[config.mk]
export PLATFORM = sky130hd
export DESIGN_NAME = ungrouper
export DESIGN_NICKNAME = d
export VERILOG_FILES = /design/src/rtl/ungrouper.sv
export SDC_FILE = /design/constraint.sdc
export NUM_CORES = 1
export LEC_CHECK = 0
export CORE_UTILIZATION = 31
export DETAILED_ROUTE_END_ITERATION = 16
export SETUP_SLACK_MARGIN = 0.1
export SLEW_MARGIN = 20
export SYNTH_ARGS = -nofsm -noshare
export SYNTH_HDL_FRONTEND = slang
export SYNTH_SLANG_ARGS = --single-unit
[constraint.sdc]
create_clock -name clk -period 11 [get_ports clk]
set_input_delay 2.2 -clock clk [delete_from_list [all_inputs] [get_ports clk]]
set_output_delay 2.2 -clock clk [all_outputs]
set_load 0.05 [all_outputs]
[src/rtl/ungrouper.sv]
`timescale 1ns/1ps
// ungrouper
//   Serializes a BYTES-wide word into a stream of bytes for a UART
//   transmitter, most significant byte first. A one-word buffer (pend)
//   allows the next word to be loaded while the current one is sent.
//
// Ports
//   clk       sole clock, rising edge
//   rst       asynchronous active-high reset
//   data_in   word to serialize (W = 8*BYTES bits)
//   w_en      one-cycle load strobe for data_in
//   ready     word buffer empty; a w_en will be accepted
//   data_out  byte presented to the transmitter
//   tx_start  one-cycle send request for data_out
//   tx_busy   transmitter is shifting a byte
//   busy      serialization in progress
//   done      one-cycle pulse after the last byte of a word
//   overrun   sticky: w_en arrived while ready was low
module ungrouper #(
  parameter int BYTES = 16
) (
  input  logic               clk,
  input  logic               rst,
  input  logic [8*BYTES-1:0] data_in,
  input  logic               w_en,
  output logic               ready,
  output logic [7:0]         data_out,
  output logic               tx_start,
  input  logic               tx_busy,
  output logic               busy,
  output logic               done,
  output logic               overrun
);

  localparam int W  = 8 * BYTES;
  localparam int CW = (BYTES > 1) ? $clog2(BYTES) : 1;
  localparam logic [CW-1:0] LAST = CW'(BYTES - 1);

  typedef enum logic [1:0] {IDLE, START, WAIT_HI, WAIT_LO} state_t;

  state_t        state;
  logic [W-1:0]  pend;
  logic          pend_valid;
  logic [W-1:0]  sh;
  logic [W-1:0]  sh_next;
  logic [CW-1:0] cnt;
  logic          accept;
  logic          take;

  assign accept  = w_en & ready;
  // The done cycle is itself not allowed to launch the pending word, so a
  // prefetched word always sees done, one IDLE transfer cycle, then tx_start.
  assign take    = (state == IDLE) & pend_valid & ~done;
  assign sh_next = sh << 8;

  // Word buffer. ready mirrors !pend_valid as a register.
  always_ff @(posedge clk or posedge rst) begin
    if (rst) begin
      pend       <= '0;
      pend_valid <= 1'b0;
      ready      <= 1'b1;
      overrun    <= 1'b0;
    end else begin
      if (accept) begin
        pend       <= data_in;
        pend_valid <= 1'b1;
        ready      <= 1'b0;
      end else if (take) begin
        pend_valid <= 1'b0;
        ready      <= 1'b1;
      end
      if (w_en && !ready)
        overrun <= 1'b1;
    end
  end

  // Serializer FSM; data_out/tx_start are loaded on entry to START so they
  // are valid in the START cycle and data_out holds until the next START.
  always_ff @(posedge clk or posedge rst) begin
    if (rst) begin
      state    <= IDLE;
      sh       <= '0;
      cnt      <= '0;
      data_out <= 8'h00;
      tx_start <= 1'b0;
      done     <= 1'b0;
      busy     <= 1'b0;
    end else begin
      tx_start <= 1'b0;
      done     <= 1'b0;
      case (state)
        IDLE: begin
          if (take) begin
            sh       <= pend;
            cnt      <= '0;
            data_out <= pend[W-1 -: 8];
            tx_start <= 1'b1;
            busy     <= 1'b1;
            state    <= START;
          end
        end
        START: state <= WAIT_HI;
        WAIT_HI: begin
          if (tx_busy)
            state <= WAIT_LO;
        end
        WAIT_LO: begin
          if (!tx_busy) begin
            if (cnt == LAST) begin
              done  <= 1'b1;
              busy  <= 1'b0;
              state <= IDLE;
            end else begin
              sh       <= sh_next;
              cnt      <= cnt + CW'(1);
              data_out <= sh_next[W-1 -: 8];
              tx_start <= 1'b1;
              state    <= START;
            end
          end
        end
        default: state <= IDLE;
      endcase
    end
  end

endmodule

### After elaboration in Yosys (flattened, before gate mapping)

Cells that the tools add are included.

* add/subtract/negate cells: 1
* equal/unequal tests: 9
* multiplexer cells: 31
* bitwise logic cells: 4
* reduce and logical (&&, ||, !) cells: 8

Operators by type and width (number)
* two-way mux 120 bit: 3
* case mux 120 bit (2 select lines): 1
* two-way mux 8 bit: 3
* case mux 8 bit (2 select lines): 1
* two-way mux 1 bit: 13
* two-way mux 4 bit: 3
* inequality test 2 bit (second input constant): 5
* case mux 2 bit (4 select lines): 1
* case mux 4 bit (2 select lines): 1
* AND reduction 4 bit: 2
* two-way mux 2 bit: 3
* adder 4 x 1 -> 4 bit (second input constant): 1
* == test 2 bit (second input constant): 2
* == test 4 bit (second input constant): 1
* case mux 1 bit (2 select lines): 2
* nonzero test 2 bit: 2
* bitwise AND 1 bit: 3
* AND reduction 3 bit: 1
* == test 2 x 1 -> 1 bit (second input constant): 1
* zero test 2 bit: 1
* logical AND 1 bit: 1
* zero test 1 bit: 1
* inverter 1 bit: 1

* flip-flop bits (word level): 268
* input port bits: 132
* output and inout bits: 13
* logic and storage cells: 64

### Logic depth before layout (Yosys ltp)

* depth after elaboration: 5
* depth in mapped cells: 8
* mapped depth without buffers: 6

### Least setup slack after synthesis

No wires, ideal clock.

* path kind: input port to flip-flop
* start: input tx_busy
* end: register data_out[0]
* setup time: 0.125 ns
* data arrival time: 3.327 ns
* required time: 10.875 ns
* path slack: 7.548 ns
* stages: 6
* buffers on the path: 3
* path through: a22oi_4 > o221a_1 > buf_4 > buf_12 > buf_12 > mux2_4

* word-level cells in the longest chain between the ends: 2

Ends and longest elaborated chain
* start, declared: line 29 `input logic tx_busy,`
* inequality test 2 bit (no line)
* AND reduction 4 bit (no line)
* end signal, assigned: line 96 `data_out <= pend[W-1 -: 8];`
* end signal, assigned: line 116 `data_out <= sh_next[W-1 -: 8];`
* end, declared: line 27 `output logic [7:0] data_out,`

Every way passes these cells.
A chain may end at the register's enable or synchronous reset.

### Final worst setup path

* start: input tx_busy
* end: register sh[64]

* word-level cells in the longest chain between the ends: 2

Ends and longest elaborated chain
* inequality test 2 bit (no line)
* AND reduction 4 bit (no line)
* end signal, assigned: line 94 `sh <= pend;`
* end signal, assigned: line 114 `sh <= sh_next;`
* end, declared: line 44 `logic [W-1:0] sh;`

Every way passes these cells.

==> run_results.csv <==
group,metric,value,unit
logic_synthesis,netlist_area,12000,um^2
job,drv_cap,0,
timing,hold_viol,0,
route,routed_via_density,4.45,
logic_synthesis,synth_nets,886,
final_layout,finalNonFillerCells,1418,
global_route,gr-total-overflow,0,
route,drc,0,
timing,maxSlewViolCount,0,
global_route,antenna_found_initial,0,
global_route,track_usage,12.2,%
logic_synthesis,synth_cell_types,30,
timing,final-setup-viol-count,0,
final_layout,most-common-layout-cells,"289 x mux2_2, 267 x dfrtp_1, 144 x clkdlybuf4s50_1, 87 x mux2_4, 31 x clkbuf_16",
route,drt_wl_total,24.1,mm
die,die_h,199,um
route,wl_per_cell,17.0,um
hold_path,min_from,"overrun",
final_layout,nets,1025,
worst_setup_path,start_kind,"input port",
die,core,37900,um^2
cts,root_buffer,"clkbuf_16",
outcome,status,"finished, final reports clean",
die,rows,71,
route,vias,6316,
timing,rsz0062_at_grt,"no",
logic_synthesis,seq_area_frac_synth,55.8,%
worst_setup_path,rr_startpoint,"state[1]",
global_route,grt_most_used_layer,"met2",
cts,clockBufferDepth,3,
final_layout,final_common_cell,"mux2_2",
global_route,grt_max_degree,123,
timing,tns,0,ns
logic_synthesis,synthTopCellsByArea,"dfrtp_1 56%, mux2_2 27%, mux2_4 11%",
placement,portBuffers,144,
timing,fin_crit,4.63,ns
final_layout,utilization,39.0,%
pwr,ir_drop,0.124,mV
logic_synthesis,synthCells,749,
logic_synthesis,syn_avg_cell_area,16.1,um^2
logic_synthesis,synth-seq-cells,268,
final_layout,area_growth,23.0,%
final_layout,nFillCells,3593,
worst_setup_path,endpoint_kind,"flip-flop",
timing,skew,0.0162,ns
pwr,p_per_area,329,nW/um^2
cts,cts_resized,0,
global_route,grt_use_met1,17.9,%
cts,clock_sinks,268,
die,die_area,39600,um^2
cts,clk_latency,0.55,ns
route,dr.pass1.iters,4,
route,drtIter0Drc,222,
cts,h-tree-depth,1,
logic_synthesis,ys_warn_count,0,
global_route,grt_pass1_vias,6680,
cts,postCtsHoldBufs,0,
placement,gp_congestion,0.720,
logic_synthesis,synth_top_cell_by_area,"dfrtp_1",
logic_synthesis,synth_top_area_share,55.5,%
cts,post_cts_buffers,0,
die,ios,145,
timing,worst_pin_slew,1.00,ns
cts,cts_tree,"built",
worst_setup_path,cp_max_fo,62,
global_route,use_met3,1.87,%
worst_setup_path,worstPathRequired,11.43,ns
hold_path,hold_class,"flip-flop to flip-flop",
worst_setup_path,crit_type,"input port to flip-flop",
final_layout,layout-drive-gt1-share,47.9,%
placement,dp_hpwl,15.2,mm
final_layout,n_antenna_cell,0,
die,initial_utilization,31.7,%
timing,final.setup.worst_slack,6.37,ns
timing,timing.final.crit_share,42.1,%
worst_setup_path,startpoint,"tx_busy",
pwr,p_leak,6.29,nW
pwr,power,4.87,mW
global_route,grt_pass1_wl,37.8,mm
global_route,grt_use_met2,18.6,%
die,dieWidth,199,um
worst_setup_path,critPathArrivalTime,5.06,ns
timing,slew_headroom,33.2,%
cts,clk_pin_slew_worst_paths,0.06,ns
placement,dp_cells,1367,
route,ant_nets,0,
cts,cts_buffers,30,
placement,place_ws,5.77,ns
timing,fmax,216,MHz
==> layout make-up <==
type	instances	area [um^2]	area share [%]
Sequential cell	268	6710	45.3
Multi-Input combinational cell	430	4960	33.5
Timing Repair Buffer	151	1500	10.1
Clock buffer	45	898	6.07
Tap cell	511	639	4.32
Clock inverter	6	57.6	0.389
Inverter	7	33.8	0.228
==> synthesized netlist by cell type (all sizes together) <==
| cell type | number |
|---|---|
| nand3 | 2 |
| mux2i | 2 |
| and3 | 1 |
| buf | 29 |
| mux2 | 376 |
| clkbuf | 15 |
| a21boi | 1 |
| nor2 | 4 |
| o21a | 1 |
| nor3b | 2 |
| a21o | 2 |
| nand3b | 1 |
| nor2b | 9 |
| a32oi | 1 |
| dfstp | 1 |
| inv | 7 |
| a221oi | 1 |
| ha | 5 |
| a21oi | 4 |
| nand2 | 10 |
| dfrtp | 267 |
| a22oi | 1 |
| o21ai | 4 |
| nand2b | 1 |
| o221a | 1 |
| a311oi | 1 |
==> cell families (layout without fill, tap and decap cells) <==
| group | count (synthesis) | in the layout | synth area share, % |
|---|---|---|---|
| AOI/OAI and AO/OA | 17 | 17 | 1.07 |
| adders and majority gates | 5 | 5 | 0.520 |
| buffers and inverters | 51 | 209 | 3.21 |
| DFF | 268 | 268 | 55.8 |
| muxes | 378 | 378 | 38.1 |
| and+or+nand+nor | 30 | 30 | 1.34 |
==> worst max-delay path: stages <==
cell             delay [ns]
clkdlybuf4s50_1        0.52
a22oi_4                0.31
o221a_4                0.66
buf_4                  0.85
mux2_2                 0.42
==> power by group <==
| group | internal, mW | total, mW | switching, mW |
|---|---|---|---|
| Clock | 0.579 | 0.967 | 0.387 |
| Combinational | 1.32 | 2.11 | 0.789 |
| Sequential | 1.51 | 1.79 | 0.279 |
==> state kept, by name (all words and copies together) (netlist names) <==
| name | count |
|---|---|
| data_out | 8 |
| pend_valid | 1 |
| sh | 120 |
| state | 2 |
| cnt | 4 |
| busy | 1 |
| overrun | 1 |
| done | 1 |
| ready | 1 |
| pend | 128 |
| tx_start | 1 |
==> path summary, 6_finish.rpt <==
kind	endpoint	slack [ns]	cells after the start
worst max-delay path	sh[64]	6.37	5
worst min-delay path	overrun	0.47	1
worst max register to register	sh[64]	7.46	5
worst min register to register	overrun	0.47	1
max in group asynchronous	sh[47]	7.26	3
min in group asynchronous	pend[37]	2.24	2
==> per-layer routing <==
layer,up-vias,routed length [um]
met3,39,738
li1,2951,-
met5,-,0
met4,0,600
met2,114,10800
met1,3212,11900
==> through the flow <==
stage	hold slack [ns]	area (um^2)
floorplan	0.471	12000
global placement	0.443	13800
detailed placement	0.459	13800
CTS	0.472	14800
global route	0.489	14800
finish	0.466	14800
Note: power is estimated with default switching activity, not from simulation.
